===== src/rtl/nand_flash_controller.sv =====
// rtl/nand_flash_controller.sv - page-level NAND flash controller with host page buffer (optional status check: CTRL_STATUS_CHECK_EN)
module nand_flash_controller #(
    parameter int PAGE_SIZE = 16,
    parameter int WB_CYCLES = 2
) (
    input  logic                         clk,
    input  logic                         rst_n,
    input  logic                         cmd_valid,
    output logic                         cmd_ready,
    input  logic [1:0]                   cmd_op,
    input  logic [15:0]                  cmd_addr,
    input  logic                         hbuf_we,
    input  logic [$clog2(PAGE_SIZE)-1:0] hbuf_addr,
    input  logic [7:0]                   hbuf_wdata,
    output logic [7:0]                   hbuf_rdata,
    output logic                         done,
    output logic                         status_fail,
    output logic                         nf_ce_n,
    output logic                         nf_cle,
    output logic                         nf_ale,
    output logic                         nf_we_n,
    output logic                         nf_re_n,
    output logic [7:0]                   nf_dq_out,
    output logic                         nf_dq_oe,
    input  logic [7:0]                   nf_dq_in,
    input  logic                         nf_rb_n
);
    localparam int AW = $clog2(PAGE_SIZE);
    localparam int CW = 16;
    localparam logic [CW-1:0] LAST_BYTE = CW'(PAGE_SIZE - 1);
    localparam logic [CW-1:0] WB_CNT    = CW'(WB_CYCLES);

    localparam logic [1:0] OP_READ  = 2'b00;
    localparam logic [1:0] OP_PROG  = 2'b01;
    localparam logic [1:0] OP_ERASE = 2'b10;
    localparam logic [1:0] OP_RESET = 2'b11;

    typedef enum logic [3:0] {
        S_IDLE, S_CMD1, S_ADDR, S_DIN, S_CMD2,
        S_WAITB, S_DOUT, S_STAT_CMD, S_STAT_RD, S_DONE
    } state_e;

    state_e        state_q, state_d;
    logic          phase_q, phase_d;
    logic [CW-1:0] cnt_q, cnt_d;
    logic [1:0]    op_q, op_d;
    logic [15:0]   addr_q, addr_d;
    logic [7:0]    mem_q [PAGE_SIZE];

    logic [CW-1:0] last_addr;
    logic [7:0]    addr_byte;
    logic [7:0]    cmd1_byte;
    logic [7:0]    cmd2_byte;
    logic          write_st;
    logic          read_st;

`ifdef CTRL_STATUS_CHECK_EN
    logic status_q, status_d;
`endif

    // Erase sends only the two row bytes; read/program prefix a zero column byte.
    always_comb begin
        last_addr = (op_q == OP_ERASE) ? CW'(1) : CW'(2);
        addr_byte = 8'h00;
        if (op_q == OP_ERASE) begin
            addr_byte = (cnt_q == '0) ? addr_q[7:0] : addr_q[15:8];
        end else if (cnt_q == CW'(1)) begin
            addr_byte = addr_q[7:0];
        end else if (cnt_q == CW'(2)) begin
            addr_byte = addr_q[15:8];
        end
        case (op_q)
            OP_READ:  begin cmd1_byte = 8'h00; cmd2_byte = 8'h30; end
            OP_PROG:  begin cmd1_byte = 8'h80; cmd2_byte = 8'h10; end
            OP_ERASE: begin cmd1_byte = 8'h60; cmd2_byte = 8'hD0; end
            default:  begin cmd1_byte = 8'hFF; cmd2_byte = 8'h00; end
        endcase
    end

    // Next-state logic; bus states take two clocks, advancing when phase_q is 1.
    always_comb begin
        state_d = state_q;
        phase_d = phase_q;
        cnt_d   = cnt_q;
        op_d    = op_q;
        addr_d  = addr_q;
`ifdef CTRL_STATUS_CHECK_EN
        status_d = status_q;
`endif
        case (state_q)
            S_IDLE: begin
                phase_d = 1'b0;
                if (cmd_valid) begin
                    state_d = S_CMD1;
                    op_d    = cmd_op;
                    addr_d  = cmd_addr;
                    cnt_d   = '0;
                end
            end
            S_CMD1: begin
                phase_d = ~phase_q;
                if (phase_q) begin
                    cnt_d   = '0;
                    state_d = (op_q == OP_RESET) ? S_WAITB : S_ADDR;
                end
            end
            S_ADDR: begin
                phase_d = ~phase_q;
                if (phase_q) begin
                    if (cnt_q == last_addr) begin
                        cnt_d   = '0;
                        state_d = (op_q == OP_PROG) ? S_DIN : S_CMD2;
                    end else begin
                        cnt_d = cnt_q + CW'(1);
                    end
                end
            end
            S_DIN: begin
                phase_d = ~phase_q;
                if (phase_q) begin
                    if (cnt_q == LAST_BYTE) begin
                        cnt_d   = '0;
                        state_d = S_CMD2;
                    end else begin
                        cnt_d = cnt_q + CW'(1);
                    end
                end
            end
            S_CMD2: begin
                phase_d = ~phase_q;
                if (phase_q) begin
                    cnt_d   = '0;
                    state_d = S_WAITB;
                end
            end
            S_WAITB: begin
                phase_d = 1'b0;
                if (cnt_q != WB_CNT) begin
                    cnt_d = cnt_q + CW'(1);
                end else if (nf_rb_n) begin
                    cnt_d = '0;
                    case (op_q)
                        OP_READ:  state_d = S_DOUT;
                        OP_RESET: state_d = S_DONE;
`ifdef CTRL_STATUS_CHECK_EN
                        default:  state_d = S_STAT_CMD;
`else
                        default:  state_d = S_DONE;
`endif
                    endcase
                end
            end
            S_DOUT: begin
                phase_d = ~phase_q;
                if (phase_q) begin
                    if (cnt_q == LAST_BYTE) begin
                        cnt_d   = '0;
                        state_d = S_DONE;
                    end else begin
                        cnt_d = cnt_q + CW'(1);
                    end
                end
            end
            S_STAT_CMD: begin
                phase_d = ~phase_q;
                if (phase_q) begin
                    state_d = S_STAT_RD;
                end
            end
            S_STAT_RD: begin
                phase_d = ~phase_q;
`ifdef CTRL_STATUS_CHECK_EN
                if (!phase_q) begin
                    status_d = nf_dq_in[0];
                end
`endif
                if (phase_q) begin
                    state_d = S_DONE;
                end
            end
            S_DONE: begin
                phase_d = 1'b0;
                state_d = S_IDLE;
            end
            default: begin
                phase_d = 1'b0;
                state_d = S_IDLE;
            end
        endcase
    end

    // Control state registers.
    always_ff @(posedge clk) begin
        if (!rst_n) begin
            state_q <= S_IDLE;
            phase_q <= 1'b0;
            cnt_q   <= '0;
            op_q    <= OP_READ;
            addr_q  <= '0;
        end else begin
            state_q <= state_d;
            phase_q <= phase_d;
            cnt_q   <= cnt_d;
            op_q    <= op_d;
            addr_q  <= addr_d;
        end
    end

`ifdef CTRL_STATUS_CHECK_EN
    // Status flag from the last program/erase status read.
    always_ff @(posedge clk) begin
        if (!rst_n) begin
            status_q <= 1'b0;
        end else begin
            status_q <= status_d;
        end
    end
    assign status_fail = status_q;
`else
    assign status_fail = 1'b0;
`endif

    // Page buffer: host writes only while idle, NAND reads land during DOUT; never cleared.
    always_ff @(posedge clk) begin
        if (state_q == S_IDLE && hbuf_we) begin
            mem_q[hbuf_addr] <= hbuf_wdata;
        end else if (state_q == S_DOUT && !phase_q) begin
            mem_q[cnt_q[AW-1:0]] <= nf_dq_in;
        end
    end

    assign hbuf_rdata = mem_q[hbuf_addr];

    // NAND pins decoded from state and bus phase.
    always_comb begin
        write_st  = (state_q == S_CMD1) || (state_q == S_ADDR) || (state_q == S_DIN) ||
                    (state_q == S_CMD2) || (state_q == S_STAT_CMD);
        read_st   = (state_q == S_DOUT) || (state_q == S_STAT_RD);
        cmd_ready = (state_q == S_IDLE);
        done      = (state_q == S_DONE);
        nf_ce_n   = (state_q == S_IDLE) || (state_q == S_DONE);
        nf_cle    = (state_q == S_CMD1) || (state_q == S_CMD2) || (state_q == S_STAT_CMD);
        nf_ale    = (state_q == S_ADDR);
        nf_we_n   = !(write_st && !phase_q);
        nf_re_n   = !(read_st && !phase_q);
        nf_dq_oe  = write_st;
        case (state_q)
            S_CMD1:     nf_dq_out = cmd1_byte;
            S_ADDR:     nf_dq_out = addr_byte;
            S_DIN:      nf_dq_out = mem_q[cnt_q[AW-1:0]];
            S_CMD2:     nf_dq_out = cmd2_byte;
            S_STAT_CMD: nf_dq_out = 8'h70;
            default:    nf_dq_out = 8'h00;
        endcase
    end
endmodule


===== config.mk =====
export PLATFORM = sky130hd
export DESIGN_NAME = nand_flash_controller
export DESIGN_NICKNAME = d
export VERILOG_FILES = /design/src/rtl/nand_flash_controller.sv
export SDC_FILE = /design/constraint.sdc
export NUM_CORES = 1
export LEC_CHECK = 0
export BUFFER_PORTS_ARGS = -buffer_cell sky130_fd_sc_hd__buf_2
export CORE_UTILIZATION = 53
export DETAILED_ROUTE_END_ITERATION = 10
export PLACE_DENSITY = 0.75
export SYNTH_ARGS = -nofsm -noshare
export SYNTH_HDL_FRONTEND = slang
export SYNTH_SLANG_ARGS = --single-unit

===== constraint.sdc =====
create_clock -name clk -period 2.55 [get_ports clk]
set_input_delay 0.3825 -clock clk [delete_from_list [all_inputs] [get_ports clk]]
set_output_delay 0.3825 -clock clk [all_outputs]
set_load 0.03 [all_outputs]

Word-level counts from Yosys, hierarchy flattened
Memories as Yosys holds them, arrays and structs flattened. A register that Yosys moved wholly into a read port is not among the register bits.
Index checks and enable logic that the tools add are counted.

operators by class
  eq/ne operators = 33
  reduce and logical (&&, ||, !) cells = 27
  bitwise operators = 1
  add/sub/neg operators = 1
  muxes and demuxes = 44

operator list
  operator                                                          count
  16-bit 2-to-1 mux                                                 8
  16-bit one-hot mux with 5 select lines                            1
  4-bit 2-to-1 mux                                                  17
  8-bit one-hot mux with 3 select lines                             2
  8-bit 2-to-1 mux                                                  5
  8-bit one-hot mux with 5 select lines                             1
  4-bit one-hot mux with 9 select lines                             1
  2-bit != test, second input constant                              11
  16-bit by 1-bit adder with 16-bit output, second input constant   1
  16-bit by 1-bit == test with 1-bit output, second input constant  1
  16-bit by 2-bit == test with 1-bit output                         1
  16-bit by 2-bit == test with 1-bit output, second input constant  1
  16-bit by 4-bit == test with 1-bit output, second input constant  1
  4-bit by 3-bit == test with 1-bit output, second input constant   4
  16-bit logical NOT                                                1
  16-bit by 2-bit != test with 1-bit output, second input constant  1
  13-bit AND reduction                                              1
  4-bit by 2-bit == test with 1-bit output, second input constant   2
  4-bit == test, second input constant                              2
  1-bit logical OR                                                  8
  2-bit by 1-bit != test with 1-bit output, second input constant   4
  8-bit OR reduction                                                1
  7-bit OR reduction                                                1
  1-bit 2-to-1 mux                                                  6
  other kinds (15)                                                  24

word-level totals
  input port bits = 43
  memories = 1
  bits in registers = 39
  bits in writable memories = 128
  word-level logic and storage cells = 112

memory list
  memory  words  width  rd ports  clocked after memory_dff  wr ports  line  RTL
  mem_q   16     8      2         1                         1         48    logic [7:0] mem_q [PAGE_SIZE];

Logic depth before layout (Yosys ltp)
Gate-level depths: netlist (run 1).

  depth after elaboration = 8
  gate-level depth with buffers = 8
  gate-level depth less buffers = 7

Worst setup path before layout (run 1)
No wires, ideal clock.

  path type = register -> output
  start point = register state_q[3]
  end point = output port nf_dq_out[0]
  data required time = 2.168 ns
  setup slack = -0.167 ns
  cell stages (with the launch flop) = 7
  arrival time = 2.335 ns
  path through = dfxtp_1 -> clkbuf_1 -> nor3_1 -> and3_1 -> clkbuf_1 -> a221oi_1 -> o21ai_0

on the way
  cells in the longest elaborated chain, start to end = 2
  elaborated cells on any way between the ends = 6

RTL lines
  item                                      line  RTL
  from (decl)                               43    state_e state_q, state_d;
  from (signal assigned)                    201   state_q <= state_d;
  4-bit by 2-bit == test with 1-bit output  n/a
  net nf_ale                                20    output logic nf_ale,
  8-bit one-hot mux with 5 select lines     247   case (state_q)
  to (decl)                                 23    output logic [7:0] nf_dq_out,

The timed path passes the listed nets, and every way through them passes these cells.

==> metrics.txt, run 1 <==
TritonCTS clock tree=yes; sequential cell area fraction in the yosys report=around 55%; initial standard-cell utilization of the core=54.25%; average routed wire per standard cell=23.36 um; CP Launch Type=flop; run status=finished with violations; maximum level of the CTS H-tree=4; Hold Startpoint=cmd_addr[10]; WL met1=around 8500 um; Clk pin slew, worst setup/hold paths=0.07 ns; VDD IR max=0.0005445 V; maximum fanout along the worst path=8; Top FF cell, synth=edfxtp_1; number of endpoints failing setup at the final stage=8; synthesized cell area=0.008618 mm^2; worst hold-check path type=input pin to flop; # clock sinks=171; R2R cell count=6; DR WL met3=1809 um; Port Buffer Count=66; instance area at placement=0.009578 mm^2; number of buffers created by CTS=17; maximum clock frequency=353.1 MHz; element type at the critical path end=output port; metal2 WL=11650 um; switching share of total power=33.41%; Power Density=roughly 810 mW/mm^2; global-route usage over all layers=28.53%; initial antenna violation count=0; DR vias=6121; number of flip-flops and latches in the synthesized netlist=171; initial detailed-routing violation count=roughly 540; sequential share of power=37.8%; antenna diode instance count=0; number of warnings reported in the yosys synthesis log=0; critical path, cell by cell=buf_12, mux4_2, mux4_2, nand3_2, o311ai_1, a21o_1, buf_6; RSZ-0062 raised after global routing=yes; endpoint required time on the critical path=~2.2 ns; Residual DRC=0; clock group share of total power=30.1%; hold-critical path endpoint=addr_q[10]; Worst Skew=0.01040 ns; leakage power=~3.6 nW; count of cell types in the netlist=67; worst-margin pin slew=0.6326 ns; post-route worst setup slack=-0.2818 ns; root buf cell=clkbuf_16; area overhead of the layout relative to synthesis=23.59%; Post-DRT Antenna Nets=0; number of standard-cell rows in the floorplan=between 40 and 50; Reg-to-Reg Start=state_q[3]; detailed-route wire length=22730 um; share of flip-flops with an asynchronous set or reset after synthesis=0%; Core ar.=between 0.015 and 0.02 mm^2; gr ovfl total=0; Combinational Power Share=between 30% and 40%; Avg Inst Size Synth=13.81 um^2; Synth Instances=624; max_cap viols=0; cell-internal power=0.005765 W; fraction of layout instances using a drive strength above 1=about 42%; stage delay of the slowest cell on the critical path=just over 0.5 ns; top layer in use=met4; worst-case register-to-register setup slack=0.03 ns; highest-delay cell along the critical path=mux4_2; clock insertion delay at the later pin of the skew report=0.43 ns; Hold Buf Count CTS=0; final number of hold-violating endpoints=0; violations in the final reports=negative setup slack; number of top-level pins=68; floorplan die height=129.5 um; WHS Path Cells=3; Die Outline Area=0.01678 mm^2; Routability Congestion=0.8786; nets@finish=791; Design Area, Final=0.01065 mm^2; iteration count of the initial detailed-routing pass=5; total negative slack=-1.455 ns; worst r2r dst=mem_q[13][7]; routed via count divided by cell count=6.291; DPL Wire Length=between 10000 and 15000 um; Psw=0.002893 W; filler cell count in the final layout=1059; vias in the first global route=6038; Post-Syn Nets=671; worst slack on hold paths=0.1953 ns; number of enable-type register cells in the synthesized netlist=128; kind of critical path=flop to output port; final worst-path cycle share=111.1%; shortest clock period the worst path allows after layout=between 2 and 3 ns; Relative slew margins=between 50 and 60%; final count of pins violating max slew=0; maximum buffer depth of the clock tree=2; Crit path top cell by count=mux4_2; Worst Path Arrival=2.45 ns; global-route wire length before repair=34370 um; pin count of the biggest net entering global routing=34; die extent in x=129.5 um
routing by layer:
| layer | vias to the layer above | GRT usage, % |
|---|---|---|
| met4 | 0 | 14.50 |
| met5 | - | 0 |
| met3 | 62 | 4.666 |
| met1 | 3064 | 35.06 |
| li1 | 2655 | - |
| met2 | 340 | 49.08 |
placed cells by master, fill, tap and decap left out, types with 10 or more instances in the layout:
| cell | netlist | layout |
|---|---|---|
| a21oi_1 | 21 | 14 |
| clkbuf_16 | 0 | 19 |
| buf_4 | 5 | 63 |
| buf_2 | 11 | 58 |
| xnor2_1 | 11 | 11 |
| nor2_1 | 58 | 56 |
| buf_12 | 0 | 11 |
| a21boi_0 | 20 | 19 |
| mux4_2 | 71 | 71 |
| edfxtp_1 | 128 | 128 |
| nand2_1 | 58 | 58 |
| buf_6 | 1 | 10 |
| mux2_2 | 16 | 13 |
| nor3_1 | 13 | 10 |
| dfxtp_1 | 43 | 35 |
critical path, delay by kind of cell, from the launching register on:
kind	cells	cell delay [ns]
and+or+nand+nor	1	0.10
AOI/OAI and AO/OA	2	0.28
muxes	2	1.00
DFF	1	0.37
buffers and inverters	2	0.27
worst max path at each step:
stage | startpoint | to | cells after the start
after global routing | flop | nf_dq_out[7] | 7
after floorplan | hbuf_addr[0] | hbuf_rdata[0] | 4
after global placement | flop | nf_dq_out[6] | 7
final | flop | nf_dq_out[7] | 7
after detailed placement | flop | nf_dq_out[2] | 8
after CTS | flop | nf_dq_out[7] | 7
power by group through the flow:
stage | registers [W] | logic [W] | clock network [W]
floorplan | 0.00328 | 0.00175 | 0
global placement | 0.00331 | 0.00236 | 0
detailed placement | 0.00332 | 0.00241 | 0
CTS | 0.00327 | 0.00254 | 0.00263
global route | 0.00329 | 0.00297 | 0.00274
finish | 0.00328 | 0.00278 | 0.00261
through the flow:
| stage | util (%) | setup WS, ns | std cells | total power (W) |
|---|---|---|---|---|
| after CTS | 65.92 | -0.2790 | 968 | 0.008447 |
| final | 67.05 | -0.2818 | 973 | 0.008658 |
| after global placement | 60.29 | 0.03033 | 924 | 0.005672 |
| after global routing | 67.05 | -0.3496 | 973 | 0.008996 |
| after floorplan | - | 0.1459 | 624 | 0.005032 |
| after detailed placement | 60.29 | 0.08362 | 924 | 0.005730 |
final cells by class:
class | count | area, um^2 | area share [%]
inverters | 10 | 37.54 | 0.3524
multi-input cells | 401 | 3910 | 36.71
flip-flops and latches | 171 | 4722 | 44.33
well taps | 216 | 270.3 | 2.537
clock buffers | 20 | 489.2 | 4.593
clock inverters | 12 | 111.4 | 1.045
repair buffers | 143 | 1111 | 10.43
what timing repair did:
| item | in CTS | in global routing |
|---|---|---|
| setup endpoints to repair | 8 | 58 |
| gates resized for setup | 51 | 34 |
| buffers inserted | 12 | 8 |
| pin swaps | 15 | 16 |
cell families after synthesis:
logic type      Yosys count  synth area share, %
other cells               1              0.04351
xor+xnor                 15                1.524
mux                     100                22.17
buf+inv                  52                2.729
compound gates           87                6.969
simple gates            193                11.28
flops                   171                54.59
fa+ha+maj                 5               0.6969
synthesized netlist by cell type, types with 2 or more instances:
master | instances | area (um^2)
a21boi_0 | 20 | 150.1
o211ai_1 | 5 | 37.54
a22oi_1 | 2 | 15.01
buf_1 | 3 | 11.26
o21a_1 | 2 | 15.01
nor3b_1 | 2 | 15.01
dfxtp_1 | 43 | 860.8
nor2_1 | 58 | 217.7
buf_4 | 5 | 37.54
a31oi_1 | 3 | 18.77
a211oi_1 | 2 | 15.01
mux2_2 | 16 | 180.2
mux2i_1 | 12 | 120.1
a21o_1 | 3 | 22.52
nor3_2 | 2 | 20.02
xnor2_1 | 11 | 96.34
ha_1 | 4 | 50.05
mux4_2 | 71 | 1599
a221oi_1 | 5 | 43.79
o21ai_1 | 2 | 10.01
o32ai_1 | 4 | 35.03
xor2_1 | 4 | 35.03
edfxtp_1 | 128 | 3844
nand3_1 | 10 | 50.05
inv_1 | 10 | 37.54
nor4_2 | 4 | 50.05
nand2_1 | 58 | 217.7
nor3_1 | 13 | 65.06
clkbuf_1 | 22 | 82.58
and3_1 | 3 | 18.77
nand3b_1 | 3 | 22.52
or2_2 | 3 | 18.77
or3_1 | 2 | 12.51
a21oi_1 | 21 | 105.1
o21ai_0 | 10 | 50.05
nand2b_1 | 7 | 43.79
nor2b_1 | 7 | 43.79
nand4_1 | 5 | 31.28
buf_2 | 11 | 55.05
state kept, by name, indices dropped and copies added, names as in the netlist, named ones only:
register	flops
mem_q	128
addr_q	16
cnt_q	16
state_q	4
op_q	2
phase_q	1
Note: power is estimated with default switching activity, not from simulation.
==> inputs of run 2 (changes only) <==
CORE_MARGIN = 2   (was unset)
CORE_UTILIZATION = 40   (was 53)
CTS_CLUSTER_DIAMETER = 40   (was unset)
PLACE_DENSITY = 0.6   (was 0.75)
==> run 2 against run 1 <==
The flow still finishes with violations (negative setup slack); via count decreased by 6.2%; sequential share of layout area grew 0.23 points; highest routed layer unchanged; die area rose by 36%; non-clock buffer count increased by 1.
==> metrics.txt, run 2 (synthesis gave the netlist of run 1 again) <==
run status=finished with violations; violations in the final reports=negative setup slack; initial detailed-routing violation count=just over 500; Design Area, Final=0.01058 mm^2; CP Launch Type=flop; # clock sinks=171; iteration count of the initial detailed-routing pass=4; Routability Congestion=~0.83; worst slack on hold paths=0.2056 ns; gr ovfl total=0; share of the core filled with cells=between 50% and 60%; final worst-path cycle share=111.4%; average routed wire per standard cell=21.97 um; leakage power=3.592 nW; max_cap viols=0; maximum fanout along the worst path=8; maximum clock frequency=352.0 MHz; final number of hold-violating endpoints=0; Worst Path Arrival=2.46 ns; initial antenna violation count=0; maximum level of the CTS H-tree=4; filler cell count in the final layout=1776; kind of critical path=flop to output port; detailed-route wire length=22700 um; Core ar.=about 0.021 mm^2; total negative slack=-1.851 ns; Port Buffer Count=66; root buf cell=clkbuf_16; vias in the first global route=6057; registers with the most flip-flops=mem_q (128), addr_q (16), cnt_q (16); die extent in x=150.8 um; commonest non-fill, non-tap cells in the layout=edfxtp_1 (128), mux4_2 (71), buf_4 (70); Power Density=roughly 800 mW/mm^2; Post-DRT Antenna Nets=0; post-route worst setup slack=-0.2908 ns; worst-margin pin slew=0.6552 ns; element type at the critical path end=output port; routed via count divided by cell count=5.560; WHS Path Cells=3; final count of pins violating max slew=0; DR vias=5743; maximum buffer depth of the clock tree=2; RSZ-0062 raised after global routing=yes; shortest clock period the worst path allows after layout=2.841 ns; number of endpoints failing setup at the final stage=8; TritonCTS clock tree=yes; area overhead of the layout relative to synthesis=22.72%; pin count of the biggest net entering global routing=37; Die Outline Area=0.02274 mm^2; VDD IR max=0.0004188 V; Relative slew margins=between 50% and 60%; Residual DRC=0; number of flip-flops under the largest register name=128; global-route usage over all layers=21.03%; Worst Skew=~0.017 ns; DPL Wire Length=between 15000 and 20000 um; nets@finish=792; Reg with most FFs=mem_q; Clk pin slew, worst setup/hold paths=approximately 0.07 ns; initial standard-cell utilization of the core=roughly two fifths; number of top-level pins=68; global-route wire length before repair=34800 um; number of buffers created by CTS=17; endpoint required time on the critical path=2.17 ns; number of standard-cell rows in the floorplan=53; fraction of layout instances using a drive strength above 1=between 40% and 50%; floorplan die height=150.8 um; R2R cell count=6; leading cell type in the layout, fill and taps excluded=edfxtp_1; clock insertion delay at the later pin of the skew report=0.43 ns; worst hold-check path type=input pin to flop; antenna diode instance count=0; instance area at placement=0.009707 mm^2
run 2: worst max-delay path, cell delays in order (launching register included):
cell and delay, ns:
dfxtp_4 0.42, buf_12 0.12, clkbuf_16 0.16, mux4_2 0.49, mux2_2 0.28, a21oi_2 0.14, buf_4 0.13, o211ai_1 0.10
buf_4 0.19
run 2: report_power, final:
part | switching (W) | internal, W
clock | 0.00114 | 0.00136
sequential | 0.000115 | 0.00316
combinational | 0.00153 | 0.00112
run 2: layout make-up:
cell class	instances	area, um^2	share of cell area [%]
Timing Repair Buffer	144	1097	10.37
Clock buffer	17	425.4	4.022
Clock inverter	15	140.1	1.325
Multi-Input combinational cell	401	3819	36.11
Inverter	10	37.54	0.3549
Sequential cell	171	4713	44.56
Tap cell	275	344.1	3.253
run 2: worst paths after layout:
path                from      endpoint  slack, ns
min          cmd_addr[1]     addr_q[1]       0.21
min reg2reg   addr_q[14]    addr_q[14]       0.47
max reg2reg   state_q[0]   mem_q[8][1]       0.22
max                 flop  nf_dq_out[4]      -0.29
run 2: what timing repair did:
item / CTS / global route
pin swaps: 11 / 6
endpoints found under the setup margin: 8 / 10
setup buffers: 6 / 2
gates cloned: 1 / 1
resized for setup: 39 / 13
hold buffers: 0 / 0
run 2: per-layer routing:
| metal | global-route usage, % | vias to the layer above | wire [um] |
|---|---|---|---|
| met5 | 0 | - | 0 |
| met2 | 35.09 | 190 | 11490 |
| met1 | 27.27 | 2871 | 9106 |
| met4 | 6.636 | 0 | 384 |
| li1 | - | 2666 | - |
| met3 | 5.151 | 16 | 1714 |
run 2: metrics by stage:
step / total power [W] / setup WS, ns / instances
finish: 0.008426 / -0.2908 / 1033
floorplan: 0.005032 / 0.1459 / 624
global route: 0.008833 / -0.3854 / 1033
CTS: 0.008434 / -0.3029 / 1031
detailed placement: 0.005797 / 0.02720 / 992
global placement: 0.005772 / 0.05979 / 992
